## src/rtl/systolic_pkg.sv

```systemverilog
// ---------------------------------------------------------------------------
// systolic_pkg : shared FSM state type and lane-packing helper for the feeder.
// Revision 1.0
// ---------------------------------------------------------------------------
`default_nettype none

package systolic_pkg;

  typedef enum logic [1:0] {
    IDLE  = 2'd0,
    LOAD  = 2'd1,
    FLUSH = 2'd2,
    DONE  = 2'd3
  } feeder_state_t;

  function automatic int lane_offset(input int lane, input int width);
    return lane * width;
  endfunction

endpackage

`default_nettype wire

```

## src/rtl/skew_delay_line.sv

```systemverilog
// ---------------------------------------------------------------------------
// skew_delay_line : DEPTH-stage registered shift chain, async active-low reset.
// Revision 1.0
// ---------------------------------------------------------------------------
`default_nettype none

module skew_delay_line #(
  parameter int DEPTH = 1,
  parameter int WIDTH = 1
) (
  input  logic             clk,
  input  logic             rstn,
  input  logic [WIDTH-1:0] din,
  output logic [WIDTH-1:0] dout
);

  logic [WIDTH-1:0] stages [DEPTH];

  always_ff @(posedge clk or negedge rstn) begin
    if (!rstn) begin
      for (int k = 0; k < DEPTH; k++) stages[k] <= '0;
    end else begin
      stages[0] <= din;
      for (int k = 1; k < DEPTH; k++) stages[k] <= stages[k-1];
    end
  end

  assign dout = stages[DEPTH-1];

endmodule

`default_nettype wire

```

## src/rtl/systolic_skew_feeder.sv

```systemverilog
// ---------------------------------------------------------------------------
// systolic_skew_feeder : re-times operand vectors into a diagonal wavefront
// for one edge of the systolic MAC array. Revision 1.0
// ---------------------------------------------------------------------------
`default_nettype none

module systolic_skew_feeder
  import systolic_pkg::*;
#(
  parameter int N          = 4,
  parameter int DATA_WIDTH = 9,
  parameter int K_MAX      = 16,
  parameter int CNT_W      = $clog2(K_MAX + 1)
) (
  input  logic                    clk,
  input  logic                    rstn,
  input  logic                    start_i,
  input  logic [CNT_W-1:0]        k_len_i,
  input  logic                    in_valid_i,
  output logic                    in_ready_o,
  input  logic [N*DATA_WIDTH-1:0] in_data_i,
  output logic [N*DATA_WIDTH-1:0] lane_data_o,
  output logic [N-1:0]            lane_en_o,
  output logic                    busy_o,
  output logic                    done_o
);

  localparam int FLUSH_W = (N > 1) ? $clog2(N) : 1;

  feeder_state_t      state;
  logic [CNT_W-1:0]   len;
  logic [CNT_W-1:0]   count;
  logic [FLUSH_W-1:0] flush_cnt;
  logic [CNT_W-1:0]   clamped_len;
  logic               accept;

  assign clamped_len = (k_len_i > CNT_W'(K_MAX)) ? CNT_W'(K_MAX) : k_len_i;
  assign accept      = in_valid_i & in_ready_o;

  // FLUSH holds for N cycles so the last element clears lane N-1 before DONE.
  always_ff @(posedge clk or negedge rstn) begin
    if (!rstn) begin
      state      <= IDLE;
      len        <= '0;
      count      <= '0;
      flush_cnt  <= '0;
      in_ready_o <= 1'b0;
      busy_o     <= 1'b0;
      done_o     <= 1'b0;
    end else begin
      done_o <= 1'b0;
      case (state)
        IDLE: begin
          if (start_i) begin
            len    <= clamped_len;
            count  <= '0;
            busy_o <= 1'b1;
            if (clamped_len == '0) begin
              state  <= DONE;
              done_o <= 1'b1;
            end else begin
              state      <= LOAD;
              in_ready_o <= 1'b1;
            end
          end
        end
        LOAD: begin
          if (accept) begin
            count <= count + CNT_W'(1);
            if (count + CNT_W'(1) == len) begin
              state      <= FLUSH;
              in_ready_o <= 1'b0;
              flush_cnt  <= '0;
            end
          end
        end
        FLUSH: begin
          if (flush_cnt == FLUSH_W'(N - 1)) begin
            state  <= DONE;
            done_o <= 1'b1;
          end else begin
            flush_cnt <= flush_cnt + FLUSH_W'(1);
          end
        end
        DONE: begin
          state  <= IDLE;
          busy_o <= 1'b0;
        end
        default: begin
          state      <= IDLE;
          in_ready_o <= 1'b0;
          busy_o     <= 1'b0;
        end
      endcase
    end
  end

  for (genvar i = 0; i < N; i++) begin : g_lane
    localparam int OFF = lane_offset(i, DATA_WIDTH);
    logic [DATA_WIDTH:0] stage_in;
    logic [DATA_WIDTH:0] stage_out;

    // Non-accept edges inject {0,0} so downstream accumulators hold.
    assign stage_in = accept ? {1'b1, in_data_i[OFF +: DATA_WIDTH]} : '0;

    skew_delay_line #(
      .DEPTH (i + 1),
      .WIDTH (DATA_WIDTH + 1)
    ) u_delay (
      .clk  (clk),
      .rstn (rstn),
      .din  (stage_in),
      .dout (stage_out)
    );

    assign lane_en_o[i]                   = stage_out[DATA_WIDTH];
    assign lane_data_o[OFF +: DATA_WIDTH] = stage_out[DATA_WIDTH-1:0];
  end

endmodule

`default_nettype wire

```

## config.mk

```make
export PLATFORM = sky130hd
export DESIGN_NAME = systolic_skew_feeder
export DESIGN_NICKNAME = d
export VERILOG_FILES = /design/src/rtl/systolic_pkg.sv /design/src/rtl/skew_delay_line.sv /design/src/rtl/systolic_skew_feeder.sv
export SDC_FILE = /design/constraint.sdc
export NUM_CORES = 1
export LEC_CHECK = 0
export BUFFER_PORTS_ARGS = -buffer_cell sky130_fd_sc_hd__buf_2
export CAP_MARGIN = 25
export CORE_ASPECT_RATIO = 0.7
export CORE_UTILIZATION = 55
export CTS_BUF_LIST = sky130_fd_sc_hd__clkbuf_8
export CTS_CLUSTER_DIAMETER = 100
export DETAILED_ROUTE_END_ITERATION = 7
export PLACE_DENSITY_LB_ADDON = 0.1
export SYNTH_ARGS = -nofsm -noshare
export SYNTH_HDL_FRONTEND = slang
export SYNTH_SLANG_ARGS = --single-unit
export TNS_END_PERCENT = 100
```

## constraint.sdc

```tcl
create_clock -name clk -period 1.8 [get_ports clk]
set_input_delay 0.18 -clock clk [delete_from_list [all_inputs] [get_ports clk]]
set_output_delay 0.18 -clock clk [all_outputs]
set_load 0.03 [all_outputs]
```

==> results.sh <==
export IMPL_cts_buffers=9
export IMPL_ys_warn_count=0
export IMPL_cp_top_family="compound AO/OA/AOI/OAI gates"
export IMPL_power_density_nw_per_um2=937.4
export IMPL_synth_seq_cells=111
export IMPL_rows=25
export IMPL_yosysSeqAreaShare_pct=71.73
export IMPL_areaGrowthSynthToFinish_pct=15.48
export IMPL_instances_no_fill=442
export IMPL_antenna_found_initial=0
export IMPL_die_x_um=102.3
export IMPL_drive_above_1_share_pct=34.48
export IMPL_leakage_nw=2.553
export IMPL_synth_edf_count=0
export IMPL_insertion_delay_ns=0.36
export IMPL_grt_pass1_wl_um=9577
export IMPL_crit_required_ns=2.10
export IMPL_io_pins=88
export IMPL_cts_tree="yes"
export IMPL_routed_wl_um=5951
export IMPL_grt_pass1_vias=1951
export IMPL_slowest_stage="dfrtp_2"
export IMPL_routed_via_density=4.742
export IMPL_place_congestion=0.7818
export IMPL_grt_overflow_total=0
export IMPL_syn_nets=327
export IMPL_fmax_ghz=0.5840
export IMPL_die_y_um=72.21
export IMPL_startpoint="count[0]"
export IMPL_drc_errors=0
export IMPL_arrival_ns=2.01
export IMPL_yosysUniqueCellTypes=34
export IMPL_syn_area_um2=3872
export IMPL_clock_path_buffers=2
export IMPL_syn_area_per_cell_um2=14.03
export IMPL_design_core_area_um2=6788
export IMPL_vias=2096
export IMPL_period_share_pct=95.12
export IMPL_multi_input_area_um2=809.5
export IMPL_ir_worst_vdd_mv=0.6031
export IMPL_setup_violations=0
export IMPL_numPortBuffers=87
export IMPL_start_util_pct=57.05
export IMPL_crit_chain="ha_2 -> xnor2_1 -> o211a_1 -> o211ai_2 -> a21oi_2 -> mux2i_1"
export IMPL_dr_pass1_iters=4
export IMPL_min_period_ns=1.712
export IMPL_cts_root_buf="clkbuf_8"
export IMPL_end_kind="flop"
export IMPL_first_iter_violations=82
export IMPL_dp_hpwl_um=4077
export IMPL_grt_start_max_net_pins=48
export IMPL_cp_max_fo=5
export IMPL_ant_nets=0
export IMPL_path_buf_inv=0
export IMPL_tightest_slew_ns=0.4788
export IMPL_layout_commonest_cell="dfrtp_1"
export IMPL_worstHoldStart="in_data_i[23]"
export IMPL_async_flop_share_pct=100.0
export IMPL_hold_ws_ns=0.04861
export IMPL_wl_per_cell_um=13.46
export IMPL_slew_viol_final=0
export IMPL_insertedDiodeCount=0
export IMPL_outcome="finished clean"
export IMPL_clock_sinks=111
export IMPL_post_cts_buffers=0
export IMPL_layout_nets=394
export IMPL_final_cell_mix="dfrtp_1 (110), buf_2 (86), and3_1 (36)"
export IMPL_fillers=514
export IMPL_synth_cells=276
export IMPL_min_path_type="in -> reg"
export IMPL_cts_clk_slew_worst_paths_ns=0.11
export IMPL_max_cap_violations=0
export IMPL_die_area_um2=7386
export IMPL_reg2reg_from="count[0]"
export IMPL_synthFlopType="dfrtp_1"
export IMPL_htreeDepth=3
export IMPL_cp_slowest_stage_delay_ns=0.45
export IMPL_fin_worst_skew_ns=0.005355
export IMPL_worstSetupPathType="reg -> reg"
export IMPL_slew_headroom_pct=68.08
export IMPL_worstSetupStartpointType="flop"
export IMPL_final_hold_violation_count=0
export IMPL_seq_area_um2=2779
export IMPL_grt_use_total_pct=18.14
export IMPL_dp_cells=425
path summary, 6_finish.rpt:
check	to	slack, ns	depth (start not counted)
worst max-delay path	state[0]	0.09	6
worst min-delay path	g_lane[2].u_delay.stages[25]	0.05	2
worst max register to register	state[0]	0.09	6
worst min register to register	g_lane[1].u_delay.dout[1]	0.35	0
max in group asynchronous	g_lane[1].u_delay.stages[14]	0.82	3
min in group asynchronous	g_lane[2].u_delay.stages[17]	0.32	2
cells by family after synthesis:
logic type	share of synthesized area, %
multiplexers	1.616
buffers and inverters	7.431
flip-flops	71.73
AO/OA/AOI/OAI	4.426
adder cells (fa/ha/maj)	1.939
XOR/XNOR	1.551
AND/OR/NAND/NOR	11.31
worst reg2reg max path, delay by kind of cell, from the launching register on:
kind                       cells  cell delay, ns
DFF                            1            0.45
adders and majority gates      1            0.34
muxes                          1            0.20
xor gates and xnor gates       1            0.11
AOI/OAI and AO/OA              3            0.55
layer usage:
| metal | vias to the layer above | routed length [um] | track usage (%) |
|---|---|---|---|
| met5 | - | 0 | 0 |
| met4 | 0 | 94 | 6.984 |
| met3 | 10 | 328 | 6.166 |
| met2 | 60 | 2739 | 27.59 |
| met1 | 1006 | 2789 | 24.43 |
| li1 | 1020 | - | - |
registers in the layout (all words and copies together) (netlist names):
signal                 count
busy_o                     1
count                      5
done_o                     1
flush_cnt                  2
g_lane.u_delay.dout       40
g_lane.u_delay.stages     54
in_ready_o                 1
len                        5
state                      2
stage by stage:
step | instance area (um^2) | util [%] | TNS [ns] | total power, mW | setup WS [ns]
final | 4472 | 65.88 | 0 | 4.192 | 0.08778
after global routing | 4472 | 65.88 | -0.001164 | 4.353 | -0.001164
after CTS | 4468 | 65.82 | 0 | 4.249 | 0.02108
after detailed placement | 4235 | 62.40 | 0 | 2.664 | 0.04047
after global placement | 4235 | 62.40 | 0 | 2.662 | 0.09763
after floorplan | 3872 | - | 0 | 2.555 | 0.1475
synth_stat cells (3+ instances only):
library cell | n | area (um^2)
and3_1 | 36 | 225.2
buf_4 | 31 | 232.7
clkbuf_1 | 8 | 30.03
dfrtp_1 | 111 | 2778
ha_1 | 6 | 75.07
inv_1 | 4 | 15.01
mux2i_1 | 4 | 40.04
nand2_1 | 15 | 56.30
nand2b_1 | 7 | 43.79
nand3_1 | 5 | 25.02
nor2b_1 | 4 | 25.02
o211ai_1 | 4 | 30.03
o21ai_0 | 13 | 65.06
xnor2_1 | 3 | 26.28
cell type report:
class,instances,share of cell area (%)
clock buffer,9,2.770
tap,94,2.630
inverter,4,0.3358
timing repair buffer,97,11.81
clock inverter,7,2.210
sequential,111,62.14
multi-input combinational,120,18.10
power by group:
| group | total [mW] | internal (mW) | leakage, nW | switching [mW] |
|---|---|---|---|---|
| registers | 2.49 | 2.49 | 1.53 | 0 |
| clock network | 1.58 | 0.695 | 0.114 | 0.883 |
| logic | 0.121 | 0.0475 | 0.910 | 0.0740 |
| total | 4.19 | 3.23 | 2.55 | 0.957 |
timing repair:
item,CTS,global route
endpoints found under the setup margin,0,8
endpoints found under the hold margin,32,0
hold buffers,1,0
gates resized for setup,0,5
No activity file was read; power rests on OpenSTA's default activity.
